### src/rtl/rv32e_fetch_queue.sv
// rv32e_fetch_queue: instruction prefetch FIFO between an async-read program
// ROM and the decode stage. Fetches one word per cycle at fetch_pc, tags each
// entry with its PC, and flushes/restarts on a redirect from execute.
//
// Ports:
//   clk, reset         - clock, asynchronous active-high reset
//   program_addr_bus   - ROM word address (always fetch_pc)
//   program_data_bus   - ROM read data, combinational from the address
//   inst_valid/data/pc - head entry presented to decode
//   inst_ready         - decode accepts the head entry this cycle
//   redirect_valid/pc  - flush the queue and restart fetch at redirect_pc
//   queue_count        - number of valid entries (debug)
module rv32e_fetch_queue #(
    parameter int unsigned DEPTH    = 4,
    parameter logic [31:0] RESET_PC = 32'h0000_0000
) (
    input  logic                     clk,
    input  logic                     reset,
    output logic [31:0]              program_addr_bus,
    input  logic [31:0]              program_data_bus,
    output logic                     inst_valid,
    output logic [31:0]              inst_data,
    output logic [31:0]              inst_pc,
    input  logic                     inst_ready,
    input  logic                     redirect_valid,
    input  logic [31:0]              redirect_pc,
    output logic [$clog2(DEPTH):0]   queue_count
);

    localparam int unsigned PTR_W = $clog2(DEPTH);
    localparam int unsigned CNT_W = PTR_W + 1;

    typedef struct packed {
        logic [31:0] pc;
        logic [31:0] data;
    } entry_t;

    entry_t             mem [DEPTH];
    logic [PTR_W-1:0]   rd_ptr;
    logic [PTR_W-1:0]   wr_ptr;
    logic [CNT_W-1:0]   count;
    logic [31:0]        fetch_pc;
    logic               pop_c;
    logic               push_c;

    // Handshake qualifiers; a full queue may still push when the head pops.
    always_comb begin
        pop_c  = (count != '0) && inst_ready;
        push_c = !redirect_valid && ((count < CNT_W'(DEPTH)) || pop_c);
    end

    // Queue state; redirect overrides push and discards any same-cycle pop.
    always_ff @(posedge clk or posedge reset) begin
        if (reset) begin
            fetch_pc <= RESET_PC;
            rd_ptr   <= '0;
            wr_ptr   <= '0;
            count    <= '0;
            for (int unsigned i = 0; i < DEPTH; i++) begin
                mem[i] <= '0;
            end
        end else if (redirect_valid) begin
            fetch_pc <= redirect_pc & 32'hFFFF_FFFC;
            rd_ptr   <= '0;
            wr_ptr   <= '0;
            count    <= '0;
        end else begin
            if (push_c) begin
                mem[wr_ptr] <= '{pc: fetch_pc, data: program_data_bus};
                wr_ptr      <= wr_ptr + PTR_W'(1);
                fetch_pc    <= fetch_pc + 32'd4;
            end
            if (pop_c) begin
                rd_ptr <= rd_ptr + PTR_W'(1);
            end
            case ({push_c, pop_c})
                2'b10:   count <= count + CNT_W'(1);
                2'b01:   count <= count - CNT_W'(1);
                default: count <= count;
            endcase
        end
    end

    // Outputs are decoded from state only; nothing depends on inst_ready.
    always_comb begin
        program_addr_bus = fetch_pc;
        inst_valid       = (count != '0);
        inst_data        = mem[rd_ptr].data;
        inst_pc          = mem[rd_ptr].pc;
        queue_count      = count;
    end

endmodule

### config.mk
export PLATFORM = sky130hd
export DESIGN_NAME = rv32e_fetch_queue
export DESIGN_NICKNAME = d
export VERILOG_FILES = /design/src/rtl/rv32e_fetch_queue.sv
export SDC_FILE = /design/constraint.sdc
export NUM_CORES = 1
export LEC_CHECK = 0
export BUFFER_PORTS_ARGS = -buffer_cell sky130_fd_sc_hd__buf_2
export CORE_MARGIN = 2
export CORE_UTILIZATION = 52
export CTS_CLUSTER_SIZE = 28
export DETAILED_ROUTE_END_ITERATION = 10
export GPL_ROUTABILITY_DRIVEN = 0
export PLACE_DENSITY_LB_ADDON = 0.05
export SYNTH_ARGS = -nofsm -noshare
export SYNTH_HDL_FRONTEND = slang
export SYNTH_SLANG_ARGS = --single-unit
### constraint.sdc
create_clock -name clk -period 9.05 [get_ports clk]
set_input_delay 1.3575 -clock clk [delete_from_list [all_inputs] [get_ports clk]]
set_output_delay 1.3575 -clock clk [all_outputs]
set_load 0.01 [all_outputs]
Word level (Yosys, flattened, before mapping)
Index checks and enable logic that the tools add are counted.
{ "totals": {"regBits": 295, "out_inout_bits": 100} }
{ "op_classes": {"n_addsub": 5, "order_cmp": 4, "eq_ne": 2, "muxes": 14, "bitwise_logic": 3, "n_reduce_logical": 10} }
{ "op_table": {"columns": ["op", "count"], "rows": [
  ["$bwmux W256", 1],
  ["$mux W64", 3],
  ["$bmux W64 S2", 1],
  ["$demux W64 S2", 1],
  ["$mux W32", 2],
  ["$add A32 B3 Y32 const B", 1],
  ["$mux W2", 4],
  ["$ge A3 B3 Y1 const B", 2],
  ["$not A2 Y3", 2],
  ["$pmux W3 S2", 1],
  ["$reduce_bool A3 Y1", 2],
  ["$add A2 B1 Y2 const B", 2],
  ["$reduce_bool A2 Y1", 2],
  ["$add A3 B1 Y3 const B", 1],
  ["$logic_and A1 B1 Y1", 3],
  ["$lt A3 B1 Y1 const B", 1],
  ["$lt A3 B3 Y1 const B", 1],
  ["$mux W3", 1],
  ["$sub A3 B1 Y3 const B", 1],
  ["$eq A2 B1 Y1 const B", 1],
  ["$eq A2 B2 Y1 const B", 1],
  ["$reduce_and A2 Y1", 1],
  ["$logic_not A1 Y1", 1],
  ["$logic_or A1 B1 Y1", 1],
  ["$not A1 Y1", 1]
]} }

Longest topological paths before layout
Gate-level depths: netlist of the first run.
{ "depth": {"word_depth": 7, "depth_mapped": 7} }

Least setup slack after synthesis of the first run
Ideal clock, no wire load.
{ "synth_path": {"kind": "reg-to-output", "start": "reg rd_ptr[0]", "end": "out inst_data[10]", "arrival_ps": 1564, "t_required_ps": 7693, "setup_slack_ps": 6128, "path_stages_with_launch": 4, "path_buffers": 2, "path_cell_list": "dfrtp_1 -> clkbuf_1 -> buf_2 -> mux4_2"} }
{ "synth_between": {"elab_chain_cells": 4} }
{ "synth_lines": {"columns": ["element", "line", "source"], "rows": [
  ["start: declaration", "39", "logic [PTR_W-1:0] rd_ptr;"],
  ["start signal: assignment", "74", "rd_ptr <= rd_ptr + PTR_W'(1);"],
  ["$not A2 Y3 (implied by the code)", "88", "inst_data = mem[rd_ptr].data;"],
  ["$bmux W64 S2", "88", null],
  ["$mux W64 (2 in a row)", null, null],
  ["end: declaration", "22", "output logic [31:0] inst_data,"]
]} }
No other way between the ends. The select of a mux whose other input is x is not followed.

Worst setup path after layout of the first run
{ "layout_path": {"start": "reg rd_ptr[0]", "end": "out inst_data[0]"} }
The elaborated chain is that of the path after synthesis.

==> run metrics, run 1 <==
die width=162.0 µm; global route overflow=0; cells after synthesis=882; Post-DRT Antenna Nets=0; worst endpoint required time=7.69 ns; crit path to=inst_data[0]; Fin Setup TNS=0 ns; Max Fclk=0.2371 GHz; max-cap viol count=0; Worst-path clk slew=0.05 ns; post-DR vias/cell=5.729; PwrDens=335.9 nW/µm²; placed cell areas=13930 µm²; Residual DRC=0; Post-synth top cells=285 x dfrtp_1, 249 x mux2_2, 62 x mux4_2; Synth Register Bits=285; mapped cell area=12970 µm²; Final period util=0.4660; post-CTS resize count=0; top-count cell post-synth=dfrtp_1; syn avg cell area=14.71 µm²; Most used DFF post-synth=dfrtp_1; CTS Sinks=285; die span in y=162.0 µm; fraction of registers with async set/reset=1.000; row cnt=57; Num CTS Buffers=34; fraction of layout cells with a size suffix above 1=0.5164; via count=7815; worst slack at placement=4.915 ns; RSZ-0062 raised after global routing=false; min-delay worst type=reg2reg; number of nets in the layout=1087; Worst R2R Setup Slack=6.26 ns; Leakage Power=6.428 nW; Synth top area share=0.5497; Power Total=5.046 mW; critical path fanouts, max=45; CTS Buffer Depth=3; WL final=27650 µm; wire length of the first global-routing pass=45050 µm; post-route minimum period=4.217 ns; Slew Limit Fails=0; worst r2r path cells=4; Die ar.=26230 µm²; final hold violation count=0; Setup CP Type=reg2out; I/O pin count=168; Setup Fix Bufs, Post-CTS=0; largest net degree at the start of global routing=178; hold buffer count at CTS=0; crit path DAT=2.86 ns; CP Capture Type=output pin; outcome=finished, final reports clean; Slew @ Worst Pin=1.098 ns; Clock Latency Late Sink=0.51 ns; final worst slack=4.833 ns; crit path launch type=flop; normalized max-slew margin=0.2672; Initial Util=0.5319; drt first-iter violations=510; initial antenna violation count=4; vias in the first global route=8289; EDFF count, synth=0; Reg-to-Reg Start=queue_count[2]; Setup-failing EPs final=0; maximum vdd drop=0.1715 mV; Synth area leaders=dfrtp_1 55%, mux2_2 22%, mux4_2 11%; TritonCTS clock tree=built; most area-hungry cell type in the Yosys netlist=dfrtp_1; routed len/inst=20.27 µm; H-tree depth=2; reg-to-reg critical path endpoint=mem[84]; gr usage total=0.2183; Core Area=24390 µm²; Critical Path Start=rd_ptr[0]; Post-Layout Inst Area=15020 µm²; HPWL Detailed=15760 µm; post-synthesis sequential area ratio=0.5497; Root Driver=clkbuf_16; Final Skew=0.01140 ns; Synth Warn #=0; I/O Buffers=161; Initial DRT Pass Iterations=4; Netlist cell types=43; Area Overhead vs Synth=15.80%
## flip-flops by register name (all words and copies together) (netlist names)
name              flops
wr_ptr                2
mem                 248
queue_count           3
program_addr_bus     30
rd_ptr                2
## where the power goes
part | switching (mW) | internal, mW | leakage (nW)
sequential | 0.334 | 1.84 | 3.38
combinational | 0.611 | 0.952 | 2.51
clock | 0.518 | 0.788 | 0.544
total | 1.46 | 3.58 | 6.43
## final cells by class
type / count / area, µm²
fillers: 1944 / 9368
diodes: 2 / 5.005
well taps: 324 / 405.4
inverters: 5 / 22.52
flip-flops and latches: 285 / 7139
clock inverters: 10 / 56.30
repair buffers: 164 / 840.8
multi-input cells: 523 / 5525
clock buffers: 51 / 1028
## cell families (layout without fill, tap and decap cells)
kind of cell | after synthesis | after routing | synth area share
multiplexers | 312 | 312 | 0.3245
flip-flops | 285 | 285 | 0.5497
AND/OR/NAND/NOR | 135 | 135 | 0.05661
buffers and inverters | 77 | 230 | 0.02758
AO/OA/AOI/OAI | 54 | 54 | 0.02681
XOR/XNOR | 12 | 12 | 0.008101
adder cells (fa/ha/maj) | 6 | 6 | 0.006365
other | 1 | 6 | 0.0002890
## metal layers
layer / part of all wire / wire [µm] / vias up / GRT usage
met4: 0.012 / 337 / 4 / 0.05149
met3: 0.051 / 1422 / 28 / 0.04750
met5: 0.00069 / 19 / - / 0
met1: 0.46 / 12580 / 4078 / 0.3017
met2: 0.48 / 13290 / 151 / 0.3580
li1: - / - / 3554 / -
## worst max-delay path: stages, from the launching register on
cell	delay [ns]
dfrtp_4	0.71
buf_4	0.83
mux4_2	0.63
buf_2	0.16
## placed cells by master, fill, tap and decap left out, types with 4 or more instances in the layout
master and instances:
clkbuf_8 5, clkbuf_16 37, nand2_4 4, nand4_1 14
mux2_2 249, xnor2_1 6, nor2_1 18, conb_1 4
clkbuf_1 9, nor3_1 4, xor2_1 6, clkinv_2 9
dfrtp_1 283, a21oi_1 5, and4_1 5, mux4_2 62
and2_1 4, nand3_1 22, o31ai_1 14, nor2b_1 7
nand2_1 28, o21ai_0 14, a22oi_1 5, a31oi_1 10
buf_2 161, or4_1 12, ha_1 5
## how the worst min path moves through the flow
| stage | slack [ns] | end | cells past startpoint | from |
|---|---|---|---|---|
| floorplan | 0.47 | mem[100] | 1 | mem[100] |
| global placement | 0.48 | mem[29] | 1 | mem[29] |
| detailed placement | 0.49 | mem[65] | 1 | mem[65] |
| CTS | 0.50 | mem[65] | 1 | mem[65] |
| global route | 0.51 | mem[62] | 1 | mem[62] |
| finish | 0.50 | mem[115] | 1 | mem[115] |
## per-stage QoR
step,util,hold slack (ns),instances
6_report,0.6159,0.4971,1364
5_1_grt,0.6157,0.5091,1362
4_1_cts,0.6157,0.5003,1362
3_5_place_dp,0.5713,0.4869,1301
3_3_place_gp,0.5713,0.4820,1301
2_1_floorplan,-,0.4739,885
Power figures use the tool's default switching activity.
==> run 2, diff against run 1 <==
- clock period: 9.05 -> 3.8 ns (I/O delays scaled with it)
==> run 2 against run 1 <==
Hold slack worse by 0.37 ns. Worst setup slack worse by 4.0 ns. Final area up 1.0%. First-iteration DRC count down 21%. Count of clock-buffer cells in the layout down 1. Core utilization up 0.62 points. Largest cell class unchanged. Largest power group unchanged. Highest routed layer unchanged.
==> run metrics, run 2 (synthesis results as in run 1) <==
outcome=finished, final reports clean; critical path fanouts, max=27; initial antenna violation count=6; max reg flops=248; crit path launch type=flop; Final period util=0.7709; global route overflow=0; Max Fclk=0.3414 GHz; largest net degree at the start of global routing=93; CTS Buffer Depth=3; largest stage delay on the critical path=0.81 ns; Area Overhead vs Synth=16.96%; Final Skew=0.008997 ns; placed insts=1319; Setup Fix Bufs, Post-CTS=0; post-CTS resize count=0; routed len/inst=20.19 µm; Worst R2R Setup Slack=1.23 ns; worst r2r path cells=5; I/O pin count=168; gr usage total=0.2178; Net Switching=3.464 mW; multi-input logic area=5525 µm²; largest reg by FF count=mem; via count=7976; H-tree depth=1; HPWL Detailed=17770 µm; drt first-iter violations=405; TritonCTS clock tree=built; Root Driver=clkbuf_16; die width=162.0 µm; vias in the first global route=8205; top cell family by delay on the critical path=flip-flops; Final Hold Slack=0.1253 ns; number of nets in the layout=1102; I/O Buffers=161; max-cap viol count=0; power share of the sequential group=0.435; min-delay worst type=in2async; Top Layer Used=met5; Residual DRC=0; Finished Layout Cells=1378; met1 wire length=12410 µm; normalized max-slew margin=0.5178; Detail Route met2 WL=13230 µm; Reg-to-Reg Start=queue_count[2]; Setup-failing EPs final=0; hold buffer count at CTS=0; Clock Latency Late Sink=0.55 ns; Leakage Power=6.508 nW; post-DR vias/cell=5.788; CTS Sinks=285; Crit-path slowest cell=dfrtp_4; RSZ-0062 raised after global routing=false; Die ar.=26230 µm²; fillers=1983; fraction of layout cells with a size suffix above 1=0.5233; final hold violation count=0; worst-path cell chain=buf_12 > mux4_2 > buf_2; Core Area=24390 µm²; crit path DAT=2.36 ns; Initial DRT Pass Iterations=5; Clk pwr share=0.247; Post-DRT Antenna Nets=0; Combinational Power Share=0.318; Register Area=7139 µm²; Setup CP Type=reg2out; Pint=8.472 mW; Sw Ratio=0.2902; commonest non-fill, non-tap cell in the layout=dfrtp_1; Num CTS Buffers=31; Slew Limit Fails=0; wire length of the first global-routing pass=45330 µm; post-route minimum period=2.930 ns; Initial Util=0.5319; PwrDens=786.6 nW/µm²; worst path bufs/invs=2; row cnt=57; worst endpoint required time=3.23 ns; Worst-path clk slew=0.06 ns; met3 WL=1640 µm; most frequent cells in the layout=283 x dfrtp_1, 249 x mux2_2, 161 x buf_2, 62 x mux4_2, 31 x clkbuf_16; Slew @ Worst Pin=0.7207 ns; CP Capture Type=output pin; reg-to-reg critical path endpoint=mem[174]; die span in y=162.0 µm; WL final=27820 µm; maximum vdd drop=0.4705 mV
-- run 2: cell types whose count changed in the layout (fill, tap and decap cells not counted) --
cell,before,now
clkbuf_8,5,10
bufinv_16,0,1
diode_2,2,1
buf_4,2,13
clkinv_2,9,6
clkbuf_16,37,31
inv_6,0,1
inv_8,1,0
buf_12,1,8
-- run 2: worst max path at each step --
stage                     startpoint             to  slack, ns  depth (start not counted)
after floorplan                reset         mem[0]      -0.55                          1
after global placement    inst_ready       mem[177]       1.01                          6
after detailed placement  inst_ready       mem[174]        1.0                          6
after CTS                  rd_ptr[0]  inst_data[22]       0.78                          3
after global routing       rd_ptr[0]   inst_data[0]       0.71                          3
final                      rd_ptr[0]    inst_pc[10]       0.87                          3
-- run 2: area by class of cell --
| class | count | share of cell area |
|---|---|---|
| tap | 324 | 0.02671 |
| sequential | 285 | 0.4705 |
| inverter | 5 | 0.001484 |
| clock inverter | 8 | 0.004535 |
| antenna | 1 | 0.0001649 |
| timing repair buffer | 182 | 0.07009 |
| multi-input combinational | 523 | 0.3641 |
| clock buffer | 50 | 0.06242 |
-- run 2: power groups by stage --
stage / registers (mW) / clock network (mW) / logic (mW)
after global placement: 5.20 / 0 / 3.76
after detailed placement: 5.25 / 0 / 3.85
after CTS: 5.21 / 3.02 / 3.86
after floorplan: 4.90 / 0 / 2.92
final: 5.20 / 2.95 / 3.79
after global routing: 5.39 / 3.15 / 4.11
-- run 2: metrics by stage --
step	power [mW]	area, µm²	setup slack [ns]	TNS, ns	utilization
floorplan	7.826	12990	-0.5472	-155.97	-
global placement	8.961	14160	1.006	0	0.5804
detailed placement	9.099	14160	0.9974	0	0.5804
CTS	12.08	15170	0.7799	0	0.6220
global route	12.64	15170	0.7072	0	0.6220
finish	11.94	15170	0.8705	0	0.6221
-- run 2: metal layers --
layer	vias up	track usage
li1	3597	-
met1	4154	0.3084
met2	169	0.3503
met3	48	0.05158
met4	8	0.04224
met5	-	0
